--- src/rtl/xalu_nibble_sequencer_if.sv ---
// xalu_nibble_sequencer_if: nibble-wide bus between the sequencer and one 4-bit xalu slice.
interface xalu_nibble_sequencer_if;
    logic [3:0] a;
    logic [3:0] b;
    logic [2:0] f;
    logic       com;
    logic       ci_right;
    logic       ci_left;
    logic [3:0] d;
    logic       co_left;
    logic       co_right;
    logic       equ;
    modport master (output a, b, f, com, ci_right, ci_left, input d, co_left, co_right, equ);
    modport slave  (input a, b, f, com, ci_right, ci_left, output d, co_left, co_right, equ);
endinterface

--- src/rtl/xalu_nibble_sequencer.sv ---
// xalu_nibble_sequencer: runs a WIDTH-bit operation nibble-serially through one xalu slice.
module xalu_nibble_sequencer #(
    parameter int NIBBLES = 4,
    localparam int WIDTH = 4 * NIBBLES,
    localparam int IW = $clog2(NIBBLES)
) (
    input  logic                 clk,
    input  logic                 rst_n,
    input  logic                 start,
    input  logic [2:0]           func,
    input  logic                 com,
    input  logic                 cin,
    input  logic [WIDTH-1:0]     a_word,
    input  logic [WIDTH-1:0]     b_word,
    output logic                 busy,
    output logic                 done,
    output logic [WIDTH-1:0]     result,
    output logic                 carry_out,
    output logic                 zero,
    output logic                 equ,
    xalu_nibble_sequencer_if.master alu
);
    typedef enum logic [1:0] {S_IDLE, S_RUN, S_DONE} state_t;
    state_t            state_q, state_d;
    logic [WIDTH-1:0]  a_q, b_q, res_next;
    logic [2:0]        f_q;
    logic              com_q, carry, carry_next, equ_acc, run, shr, last;
    logic [IW-1:0]     idx, sel;
    always_comb begin
        run        = state_q == S_RUN;
        shr        = f_q == 3'd6;
        last       = idx == IW'(NIBBLES - 1);
        sel        = shr ? IW'(NIBBLES - 1) - idx : idx;
        state_d    = state_q;
        case (state_q)
            S_IDLE:  state_d = start ? S_RUN : S_IDLE;
            S_RUN:   state_d = last ? S_DONE : S_RUN;
            default: state_d = S_IDLE;
        endcase
        busy         = run;
        done         = state_q == S_DONE;
        alu.a        = run ? a_q[sel*4 +: 4] : 4'd0;
        alu.b        = run ? b_q[sel*4 +: 4] : 4'd0;
        alu.f        = run ? f_q : 3'd0;
        alu.com      = run & com_q;
        alu.ci_right = run & ~shr & carry;
        alu.ci_left  = run & shr & carry;
        // SHR ripples toward the LS end, so its chain exits on the right.
        carry_next   = shr ? alu.co_right : alu.co_left;
        res_next     = result;
        res_next[sel*4 +: 4] = alu.d;
    end
    always_ff @(posedge clk or negedge rst_n) begin
        if (!rst_n) begin
            state_q   <= S_IDLE;
            a_q       <= '0;
            b_q       <= '0;
            f_q       <= '0;
            com_q     <= 1'b0;
            idx       <= '0;
            carry     <= 1'b0;
            equ_acc   <= 1'b0;
            result    <= '0;
            carry_out <= 1'b0;
            zero      <= 1'b0;
            equ       <= 1'b0;
        end else begin
            state_q <= state_d;
            if (state_q == S_IDLE && start) begin
                a_q       <= a_word;
                b_q       <= b_word;
                f_q       <= func;
                com_q     <= com;
                idx       <= '0;
                carry     <= cin;
                equ_acc   <= 1'b1;
                result    <= '0;
                carry_out <= 1'b0;
                zero      <= 1'b0;
                equ       <= 1'b0;
            end else if (run) begin
                result  <= res_next;
                carry   <= carry_next;
                equ_acc <= equ_acc & alu.equ;
                idx     <= idx + 1'b1;
                if (last) begin
                    carry_out <= carry_next;
                    zero      <= res_next == '0;
                    equ       <= equ_acc & alu.equ;
                end
            end
        end
    end
endmodule

--- src/flat_wrapper.sv ---
// flat-port wrapper written by rule: the top's interface ports become plain ports
module xalu_nibble_sequencer_flat 
#(
    parameter int NIBBLES = 4,
    localparam int WIDTH = 4 * NIBBLES,
    localparam int IW = $clog2(NIBBLES)
)
  (clk, rst_n, start, func, com, cin, a_word, b_word, busy, done, result, carry_out, zero, equ, alu_a, alu_b, alu_f, alu_com, alu_ci_right, alu_ci_left, alu_d, alu_co_left, alu_co_right, alu_equ);
  xalu_nibble_sequencer_if alu_i ();
  input  logic clk;
  input  logic rst_n;
  input  logic start;
  input  logic [2:0] func;
  input  logic com;
  input  logic cin;
  input  logic [WIDTH-1:0] a_word;
  input  logic [WIDTH-1:0] b_word;
  output logic busy;
  output logic done;
  output logic [WIDTH-1:0] result;
  output logic carry_out;
  output logic zero;
  output logic equ;
  output wire logic [$bits(alu_i.a)-1:0] alu_a;
  output wire logic [$bits(alu_i.b)-1:0] alu_b;
  output wire logic [$bits(alu_i.f)-1:0] alu_f;
  output wire logic [$bits(alu_i.com)-1:0] alu_com;
  output wire logic [$bits(alu_i.ci_right)-1:0] alu_ci_right;
  output wire logic [$bits(alu_i.ci_left)-1:0] alu_ci_left;
  input wire logic [$bits(alu_i.d)-1:0] alu_d;
  input wire logic [$bits(alu_i.co_left)-1:0] alu_co_left;
  input wire logic [$bits(alu_i.co_right)-1:0] alu_co_right;
  input wire logic [$bits(alu_i.equ)-1:0] alu_equ;
  assign alu_a = alu_i.a;
  assign alu_b = alu_i.b;
  assign alu_f = alu_i.f;
  assign alu_com = alu_i.com;
  assign alu_ci_right = alu_i.ci_right;
  assign alu_ci_left = alu_i.ci_left;
  assign alu_i.d = alu_d;
  assign alu_i.co_left = alu_co_left;
  assign alu_i.co_right = alu_co_right;
  assign alu_i.equ = alu_equ;
  xalu_nibble_sequencer #(.NIBBLES(NIBBLES)) u_core (.clk(clk), .rst_n(rst_n), .start(start), .func(func), .com(com), .cin(cin), .a_word(a_word), .b_word(b_word), .busy(busy), .done(done), .result(result), .carry_out(carry_out), .zero(zero), .equ(equ), .alu(alu_i));
endmodule
--- config.mk ---
export PLATFORM = sky130hd
export DESIGN_NAME = xalu_nibble_sequencer_flat
export DESIGN_NICKNAME = d
export VERILOG_FILES = /design/src/rtl/xalu_nibble_sequencer_if.sv /design/src/rtl/xalu_nibble_sequencer.sv /design/src/flat_wrapper.sv
export SDC_FILE = /design/constraint.sdc
export NUM_CORES = 1
export LEC_CHECK = 0
export BUFFER_PORTS_ARGS = -buffer_cell sky130_fd_sc_hd__buf_2
export CAP_MARGIN = 20
export CELL_PAD_IN_SITES_DETAIL_PLACEMENT = 1
export CELL_PAD_IN_SITES_GLOBAL_PLACEMENT = 1
export CORE_MARGIN = 5
export CORE_UTILIZATION = 42
export CTS_BUF_LIST = sky130_fd_sc_hd__clkbuf_4 sky130_fd_sc_hd__clkbuf_8
export CTS_CLUSTER_SIZE = 14
export DETAILED_ROUTE_END_ITERATION = 8
export MAX_ROUTING_LAYER = met4
export PLACE_DENSITY_LB_ADDON = 0.25
export SLEW_MARGIN = 40
export SYNTH_ARGS = -nofsm -noshare
export SYNTH_HDL_FRONTEND = slang
export SYNTH_SLANG_ARGS = --single-unit
--- constraint.sdc ---
create_clock -name clk -period 2.9 [get_ports clk]
set_clock_uncertainty 0.15 [all_clocks]
set_input_delay 0.58 -clock clk [delete_from_list [all_inputs] [get_ports clk]]
set_output_delay 0.58 -clock clk [all_outputs]
set_load 0.05 [all_outputs]
**After elaboration in Yosys (flattened, before gate mapping)**

Cells that the tools add are included.

- Flip-flop bits (word level): 61
- Bits of input ports: 47
- Output and inout bits: 35
- Logic and storage cells: 62

- $add $sub $neg: 3
- Equal/unequal tests: 4
- Shifts and indexed selects: 4
- Multiplexer cells: 26
- Bitwise logic cells: 7
- Reduce and logical (&&, ||, !) cells: 6

Operator list:

| cell | count |
|---|---|
| $neg A4 Y34 | 1 |
| $shift A4 B34 Y16 const A | 1 |
| $shiftx A4 B34 Y16 | 1 |
| $mux W16 | 2 |
| $shiftx A16 B5 Y4 | 2 |
| $bwmux W16 | 1 |
| $logic_not A16 Y1 | 1 |
| $mux W1 | 15 |
| $mux W2 | 4 |
| $mux W4 | 2 |
| $and A1 B1 Y1 | 6 |
| $eq A2 B2 Y1 const B | 2 |
| $pmux W2 S2 | 1 |
| $reduce_bool A2 Y1 | 2 |
| $eq A3 B3 Y1 const B | 1 |
| $mux W3 | 1 |
| $add A2 B1 Y2 const B | 1 |
| $eq A2 B1 Y1 const B | 1 |
| $logic_not A2 Y1 | 1 |
| $reduce_and A2 Y1 | 1 |
| $sub A2 B2 Y2 const A | 1 |
| $logic_and A1 B1 Y1 | 1 |
| $not A1 Y1 | 1 |

**Depth between registers and ports, before layout**

Gate-level depths: netlist of run 1.

- Word-level depth: 9
- Depth in mapped cells: 8
- Gate-level depth less buffers: 7

**Worst setup path before layout of run 1**

No wires, ideal clock.

- Path kind: reg2out
- Start point: register u_core.idx[1]
- End point: output alu_b[3]
- Arrival time: 2.169 ns
- Required time: 2.170 ns
- Slack: 0.001 ns
- Stages on the path, launching flop included: 7
- Path buffers: 2
- Cell sequence: dfrtp_1 clkbuf_1 or2_1 mux2i_1 clkbuf_1 a221oi_1 a21oi_1

- Longest elaborated chain between the ends: 4

RTL lines:

| what | line | source |
|---|---|---|
| from (decl) | xalu_nibble_sequencer.sv:28 | `logic [IW-1:0] idx, sel;` |
| from (signal assigned) | xalu_nibble_sequencer.sv:85 | `idx <= idx + 1'b1;` |
| $sub A2 B2 Y2 | xalu_nibble_sequencer.sv:33 | `sel = shr ? IW'(NIBBLES - 1) - idx : idx;` |
| $mux W2 (*) | xalu_nibble_sequencer.sv:33 |  |
| $shiftx A16 B5 Y4 (*) | xalu_nibble_sequencer.sv:43 | `alu.b = run ? b_q[sel*4 +: 4] : 4'd0;` |
| $mux W4 (*) | xalu_nibble_sequencer.sv:43 |  |
| to (decl) | flat_wrapper.sv:25 | `output wire logic [$bits(alu_i.b)-1:0] alu_b;` |

Every way passes the cells marked *; elsewhere a longest branch is shown, timed or not.

**Worst setup path after layout of run 1**

- Start point: register u_core.f_q[2]
- End point: output alu_a[3]

- Longest elaborated chain between the ends: 4

RTL lines:

| what | line | source |
|---|---|---|
| from (decl) | xalu_nibble_sequencer.sv:26 | `logic [2:0] f_q;` |
| from (signal assigned) | xalu_nibble_sequencer.sv:72 | `f_q <= func;` |
| $eq A3 B3 Y1 | xalu_nibble_sequencer.sv:31 | `shr = f_q == 3'd6;` |
| $mux W2 | xalu_nibble_sequencer.sv:33 |  |
| $shiftx A16 B5 Y4 | xalu_nibble_sequencer.sv:42 | `alu.a = run ? a_q[sel*4 +: 4] : 4'd0;` |
| $mux W4 | xalu_nibble_sequencer.sv:42 |  |
| to (decl) | flat_wrapper.sv:24 | `output wire logic [$bits(alu_i.a)-1:0] alu_a;` |

Every way passes these cells.

==> results of run 1 <==
critical path, cell delays in order, from the launching register on:
cell and delay, ps:
dfrtp_1 410, and3b_2 270, mux2i_2 180, buf_6 160
a221oi_1 350, a21oi_1 120, buf_4 200
repair_timing:
item,in CTS,in global routing
gates resized for setup,10,7
setup buffers,0,2
setup endpoints to repair,8,8
pin swaps,0,1
hold buffers,0,0
kinds of logic (layout without fill, tap and decap cells):
kind of cell / Yosys count / in the layout
buffers and inverters: 23 / 113
muxes: 63 / 63
DFF: 61 / 61
and+or+nand+nor: 87 / 87
AOI/OAI and AO/OA: 63 / 63
adders and majority gates: 1 / 1
area by class of cell:
cell class	instances	area (µm²)	area share, %
timing repair buffer	96	546	13.9
clock inverter	1	30.0	0.765
multi-input combinational	214	1510	38.5
clock buffer	13	173	4.40
sequential	61	1530	39.0
tap	99	124	3.16
inverter	3	11.3	0.287
cells in the final DEF (no fill, tap or decap), types with 2 or more instances in the layout:
master / instances
a21oi_1: 18
a221oi_1: 7
a22o_1: 9
a31oi_1: 2
and2_1: 5
buf_2: 73
buf_4: 21
buf_6: 2
clkbuf_8: 12
dfrtp_1: 59
dfrtp_2: 2
inv_1: 2
mux2_2: 37
mux2i_1: 23
nand2_1: 36
nor2_1: 24
nor2b_2: 2
nor3_1: 12
o21ai_0: 16
o21ai_1: 2
or4_1: 2
through the flow:
stage,instances,TNS (ps)
6_report,487,0
5_1_grt,487,-5.40
4_1_cts,485,0
3_5_place_dp,471,0
3_3_place_gp,471,0
2_1_floorplan,298,0
state kept, by name, indices dropped and copies added, names as in the netlist:
signal / count
u_core.carry_out: 1
u_core.state_q: 2
u_core.equ: 1
u_core.carry: 1
u_core.com_q: 1
u_core.a_q: 16
u_core.f_q: 3
u_core.idx: 2
u_core.zero: 1
u_core.result: 16
u_core.b_q: 16
u_core.equ_acc: 1
routing by layer:
| layer | wire length [µm] | share of wire (%) | global-route usage, % | up-vias |
|---|---|---|---|---|
| met1 | 3810 | 43 | 25.1 | 1343 |
| met4 | 128 | 1.5 | 7.82 | 0 |
| met3 | 547 | 6.2 | 6.25 | 12 |
| li1 | - | - | - | 1240 |
| met5 | 0 | 0 | - | - |
| met2 | 4340 | 49 | 34.1 | 65 |
worst paths after layout:
kind,end,from
worst min-delay path,u_core.zero$_DFFE_PN0P_,rst_n
worst max-delay path,alu_a[3],u_core.f_q[2]$_DFFE_PN0P_
max in group asynchronous,u_core.idx[0]$_DFFE_PN0P_,rst_n
min in group clk,u_core.b_q[4]$_DFFE_PN0P_,b_word[4]
worst max register to register,u_core.zero$_DFFE_PN0P_,u_core.idx[0]$_DFFE_PN0P_
worst min register to register,u_core.zero$_DFFE_PN0P_,u_core.zero$_DFFE_PN0P_
==> flow_summary.yaml, run 1 <==
logic_synthesis:
  yosysMostFrequentCell: "dfrtp_1"
  synth_xor_xnor_area_share_pct: 0
  synth_simple_gate_area_share_pct: 12.4
  synth.distinct_cells: 35
  synth_mux_area_share_pct: 21.9
  synth_fp_nets: 346
  synth_top_area_cell: "dfrtp_1"
  synth_top_family_by_area: "multiplexers"
  synthFlopType: "dfrtp_1"
  netlist_area_um2: 3100
  ys_top_cells_by_area: "dfrtp_1, mux2_2, mux2i_1, nand2_1, nor2_1"
  synth.top_cell.area_share_pct: 49.2
  synth_warnings: 0
  synth.avg_cell_area_um2: 10.4
  synth-seq-cells: 61
  synthAdderAreaFrac_pct: 0.404
  synthTopCellsByCount: "dfrtp_1, mux2_2, nand2_1"
  synth_compound_area_share_pct: 13.2
  ys_seq_area_share_pct: 49.2
  synth_edf_count: 0
  async_flop_share_pct: 100
  netlist_instances: 298
sta:
  finalSetupViolCount: 0
  holdWs_ps: 150
  period_share_pct: 95.7
  worstMarginPinSlew_ps: 574
  timing.fmax_ghz: 0.361
  timing.slew.headroom_pct: 61.7
  maxSlewViolCount: 0
  hold_violations: 0
  period_needed_ps: 2770
  final.setup.worst_slack_ps: 126
detailed_routing:
  dr.pass1.iters: 4
  num_vias: 2660
  wl_mm: 8.82
  drt.antenna.violating_nets: 0
  via_per_inst: 5.46
  first_iter_violations: 93
  drc: 0
  wl_per_cell_um: 18.1
final_layout:
  nets: 433
  num_antenna_cells: 0
  syn2layout_area_growth_pct: 26.6
  final_area_um2: 3920
  drive_gt1_share_pct: 40.5
  final_util_pct: 54.4
  fillers: 861
cts:
  numCtsBuffers: 9
  clockRootBuffer: "clkbuf_8"
  cts_htree_levels: 3
  clk_pin_slew_ps: 70
  cts_buffer_depth: 2
  insertion_delay_ps: 340
  cts.sinks: 61
  tritoncts: "done"
global_routing:
  overflow: 0
  grt_start_max_net_pins: 62
  track_usage_pct: 21.2
  grt_first_pass_wirelength_mm: 14.4
  grt_pass1_vias: 2894
  antenna_found_initial: 0
setup_path:
  end_kind: "primary output"
  worst-path-max-fanout: 9
  r2r_cells: 6
  worstSetupPathType: "flip-flop to primary output"
  reg2reg_setup_slack_ps: 180
  worstPathRequired_ps: 2170
  cp-start-kind: "flip-flop"
  worstPathArrival_ps: 2040
floorplanning:
  initial_utilization_pct: 43.0
  ioPinCount: 82
  coreArea_um2: 7210
  die_area_um2: 9200
  dieWidth_um: 95.9
  num_rows: 31
  die_h_um: 95.9
placement:
  dpl-instance-area_um2: 3660
  place_congestion: 0.835
  numPortBuffers: 81
  dp_slack_ps: 184
  dp_hpwl_mm: 6.33
min_path:
  hp-class: "input pin to async pin"
job:
  cap_violations: 0
run_status:
  outcome: "complete, no violations"
Power of run 1 is left out: the tool's default activity adds up to more than one toggle a clock period on the data nets, which glitch-free logic cannot reach.
==> run 2: changes to the inputs <==
Settings changed: RECOVER_POWER from default to 25.
==> run 2 against run 1 <==
Against the previous run: the run now ends with max-capacitance violations, max-slew violations left; worst hold slack improved by 170 ps; maximum frequency increased by 0.25%; global-route usage unchanged; register-to-register slack about the same; final cell count unchanged; critical path type unchanged; design area decreased by 0.16%; first-iteration DRC count decreased by 7.5%.
==> flow_summary.yaml, run 2 (same netlist as run 1, synthesis figures left out) <==
global_routing:
  met1_usage_pct: 25.1
  overflow: 0
  grt_first_pass_wirelength_mm: 14.4
  grt_pass1_vias: 2894
  antenna_found_initial: 0
  track_usage_pct: 21.2
  grt_use_met2_pct: 34.1
  grt_start_max_net_pins: 62
  met3_usage_pct: 6.25
  top_usage_layer: "met2"
final_layout:
  nets: 433
  num_antenna_cells: 0
  drive_gt1_share_pct: 40.5
  layout_commonest_cell: "buf_2"
  syn2layout_area_growth_pct: 26.4
  final_util_pct: 54.3
  reg.largest.list: "u_core.a_q (16), u_core.b_q (16), u_core.result (16)"
  final_cell_mix: "buf_2, dfrtp_1, mux2_2"
cts:
  clk_pin_slew_ps: 60
  cts.sinks: 61
  numCtsBuffers: 9
  cts_buffer_depth: 2
  cts_hold_buf: 0
  tritoncts: "done"
  clockRootBuffer: "clkbuf_8"
  cts_htree_levels: 3
  insertion_delay_ps: 340
sta:
  worstMarginPinSlew_ps: 1510
  period_share_pct: 95.4
  timing.fmax_ghz: 0.361
  fin_tns_setup_ps: 0
  maxSlewViolCount: 62
  period_needed_ps: 2770
  hold_violations: 0
  holdWs_ps: 317
  finalSetupViolCount: 0
  timing.slew.headroom_pct: -0.882
  final.setup.worst_slack_ps: 133
detailed_routing:
  via_per_inst: 5.48
  wl_mm: 8.75
  drt.antenna.violating_nets: 0
  num_vias: 2667
  first_iter_violations: 86
  drc: 0
  wl_per_cell_um: 18.0
  dr.pass1.iters: 5
floorplanning:
  dieWidth_um: 95.9
  initial_utilization_pct: 43.0
  die_h_um: 95.9
  ioPinCount: 82
  die_area_um2: 9200
  coreArea_um2: 7210
  num_rows: 31
placement:
  dp_slack_ps: 184
  place_congestion: 0.835
  numPortBuffers: 81
  dp_hpwl_mm: 6.33
setup_path:
  worst-path-max-fanout: 9
  end_kind: "primary output"
  worstPathArrival_ps: 2040
  cp-start-kind: "flip-flop"
  worstSetupPathType: "flip-flop to primary output"
  worstPathRequired_ps: 2170
run_status:
  violations: "max-capacitance violations, max-slew violations"
  outcome: "finished, violations left"
job:
  cap_violations: 1
min_path:
  hp-class: "input pin to flip-flop"
run 2: cell count changes in the layout (fill, tap and decap cells not counted), sizes merged:
cell    previous run  this run
buf               96        95
clkbuf            13        14
run 2: path summary, 6_finish.rpt:
kind                            depth (start not counted)                       from  slack [ps]                             to
min in group asynchronous                               2                      rst_n         520  u_core.result[14]$_DFFE_PN0P_
worst min register to register                          2    u_core.zero$_DFFE_PN0P_         340        u_core.zero$_DFFE_PN0P_
worst max register to register                          6  u_core.idx[0]$_DFFE_PN0P_         190        u_core.zero$_DFFE_PN0P_
max in group asynchronous                               2                      rst_n        1040      u_core.idx[1]$_DFFE_PN0P_
worst max-delay path                                    6  u_core.idx[0]$_DFFE_PN0P_         130                       alu_a[0]
worst min-delay path                                    2                  b_word[4]         320      u_core.b_q[4]$_DFFE_PN0P_
run 2: timing repair:
action,in CTS,in global routing
resized for setup,10,7
setup buffers,0,2
endpoints found under the setup margin,8,8
pin swaps,0,1
run 2: cell type report:
class / count / area [µm²]
fillers: 860 / 3300
clock buffers: 13 / 173
inverters: 3 / 11.3
well taps: 99 / 124
multi-input cells: 214 / 1510
flip-flops and latches: 61 / 1530
clock inverters: 1 / 30.0
repair buffers: 96 / 539
run 2: routing by layer:
layer	wire (µm)	share of wire [%]	up-vias
met3	526	6.0	11
met1	3770	43	1353
met4	125	1.4	0
met2	4330	49	63
met5	0	0	-
li1	-	-	1240
run 2: metrics by stage:
stage	cells	instance area [µm²]
2_1_floorplan	298	3100
3_3_place_gp	471	3660
3_5_place_dp	471	3660
4_1_cts	485	3890
5_1_grt	487	3920
6_report	487	3920
run 2: critical path, stage by stage (launching register included):
cell and delay, ps:
dfrtp_2 460, or2_1 300, mux2i_2 230, buf_6 200, a221oi_1 100, a21oi_1 180, buf_4 220
Power of run 2 is left out for the same reason.
==> run 3: changes to the inputs <==
Settings changed: CORE_UTILIZATION 42 to 38.
Clock period 2.9 ns to 2.24 ns, I/O delays scaled along.
==> run 3 against run 2 <==
Against the previous run: largest cell class is now multi-input combinational cells; die area is 9.4% higher; sequential cell count stayed put; sequential share of layout area is 6.0 points lower; critical endpoint is now u_core.zero$_DFFE_PN0P_; the flow finishes with violations (negative setup slack); via count is 7.5% higher; final cell count is 8.2% higher; clock-buffer cell count is 2 lower.
==> flow_summary.yaml, run 3 (same netlist as run 1, synthesis figures left out) <==
sta:
  timing.fmax_ghz: 0.384
  period_share_pct: 116
  timing.slew.headroom_pct: 57.1
  rsz0062_at_grt: "yes"
  worstMarginPinSlew_ps: 644
  maxSlewViolCount: 0
  hold_violations: 0
  final.setup.worst_slack_ps: -362
  period_needed_ps: 2600
  finalSetupViolCount: 9
setup_path:
  worstReg2RegStart: "u_core.f_q[1]$_DFFE_PN0P_"
  worstSetupPathType: "flip-flop to flip-flop"
  cp.buffers_inverters: 2
  cp-start-kind: "flip-flop"
  slowest_delay_ps: 500
  worst-path-max-fanout: 4
  worstPathArrival_ps: 2710
  path_cells: "buf_4 -> nand3b_1 -> buf_4 -> mux2i_2 -> mux2i_1 -> or4_1 -> or4_4 -> o21ai_2"
  startpoint: "u_core.f_q[1]$_DFFE_PN0P_"
  reg2reg_setup_slack_ps: -360
  path_delay_family: "simple AND/OR/NAND/NOR gates"
  worstPathRequired_ps: 2350
  r2r_cells: 8
  end_kind: "flip-flop"
  cp_slowest_cell: "or4_4"
  endpoint: "u_core.zero$_DFFE_PN0P_"
  reg2reg_to: "u_core.zero$_DFFE_PN0P_"
  crit_cells: 8
  crit_path_frequent_cell: "buf_4"
global_routing:
  grt_start_max_net_pins: 39
  track_usage_pct: 22.3
  grt_use_met2_pct: 37.2
  grt_pass1_vias: 3314
  antenna_found_initial: 0
  met1_usage_pct: 26.7
  overflow: 0
  grt_first_pass_wirelength_mm: 16.8
  top_usage_layer: "met2"
  met3_usage_pct: 5.07
cts:
  insertion_delay_ps: 330
  clk_pin_slew_ps: 70
  cts_buffer_depth: 2
  clockRootBuffer: "clkbuf_8"
  cts_htree_levels: 3
  tritoncts: "done"
  numCtsBuffers: 9
  cts.sinks: 61
final_layout:
  final_cell_mix: "buf_2, dfrtp_1, buf_4"
  num_antenna_cells: 0
  syn2layout_area_growth_pct: 49.4
  drive_gt1_share_pct: 54.0
  nets: 466
  layout_commonest_cell: "buf_2"
  final_area_um2: 4630
  reg.largest.list: "u_core.a_q (16), u_core.b_q (16), u_core.result (16)"
min_path:
  hp-class: "input pin to flip-flop"
floorplanning:
  ioPinCount: 82
  die_h_um: 100
  coreArea_um2: 8090
  initial_utilization_pct: 38.3
  dieWidth_um: 100
  num_rows: 33
  die_area_um2: 10100
detailed_routing:
  dr.pass1.iters: 4
  wl_mm: 10.6
  drc: 0
  num_vias: 2868
  via_per_inst: 5.44
  drt.antenna.violating_nets: 0
  first_iter_violations: 112
  wl_per_cell_um: 20.0
placement:
  dp_hpwl_mm: 6.97
  dp_slack_ps: -302
  place_congestion: 0.880
  dpl-instance-area_um2: 4030
  numPortBuffers: 81
run_status:
  outcome: "finished, violations left"
  violations: "negative setup slack"
job:
  cap_violations: 0
==> run 3: cell count changes in the layout (fill, tap and decap cells not counted), moves of 3 or more <==
cell      change
buf_8         +3
a21oi_4       +8
nor3_1        -8
a221oi_4      +8
buf_6        +11
buf_4        +20
a21oi_1       -8
buf_2         -7
nor3_2        +8
nand2_1       -8
nand2_4       +6
a221oi_1      -7
==> run 3: worst min path at each step <==
stage / startpoint / to / slack [ps] / cells past startpoint
after floorplan: rst_n / u_core.a_q[0]$_DFFE_PN0P_ / 2 / 0
after global placement: rst_n / u_core.result[15]$_DFFE_PN0P_ / 320 / 1
after detailed placement: u_core.equ$_DFFE_PN0P_ / u_core.equ$_DFFE_PN0P_ / 330 / 1
after CTS: a_word[6] / u_core.a_q[6]$_DFFE_PN0P_ / 180 / 2
after global routing: b_word[11] / u_core.b_q[11]$_DFFE_PN0P_ / 170 / 2
final: a_word[2] / u_core.a_q[2]$_DFFE_PN0P_ / 190 / 2
==> run 3: worst reg2reg max path: cells and delay by family, from the launching register on <==
kind | cells | cell delay (ps)
simple gates | 3 | 1150
mux | 2 | 400
flops | 1 | 380
buf+inv | 2 | 320
compound gates | 1 | 130
==> run 3: layout make-up <==
class / instances / area [µm²]
Tap cell: 105 / 131
Timing Repair Buffer: 129 / 892
Clock inverter: 4 / 47.5
Clock buffer: 11 / 151
Inverter: 3 / 11.3
Sequential cell: 61 / 1530
Fill cell: 912 / 3460
Multi-Input combinational cell: 214 / 1870
==> run 3: layer usage <==
metal,vias up,wire length (µm)
met3,26,419
li1,1309,-
met2,79,5410
met1,1454,4460
met5,-,0
met4,0,276
==> run 3: repair_timing <==
action,CTS,global route
endpoints found under the hold margin,23,0
pin swaps,6,7
setup endpoints to repair,14,20
buffers inserted,8,2
cloned,1,0
hold buffers,1,0
resized for setup,57,32
==> run 3: through the flow <==
step,util (%),hold slack (ps),std cells,TNS (ps)
finish,57.2,186,527,-2870
global route,57.2,173,527,-3520
CTS,55.4,175,525,-2830
detailed placement,49.8,331,508,-1580
global placement,49.8,321,508,-1160
floorplan,-,2.41,298,-884
Power of run 3 is left out for the same reason.
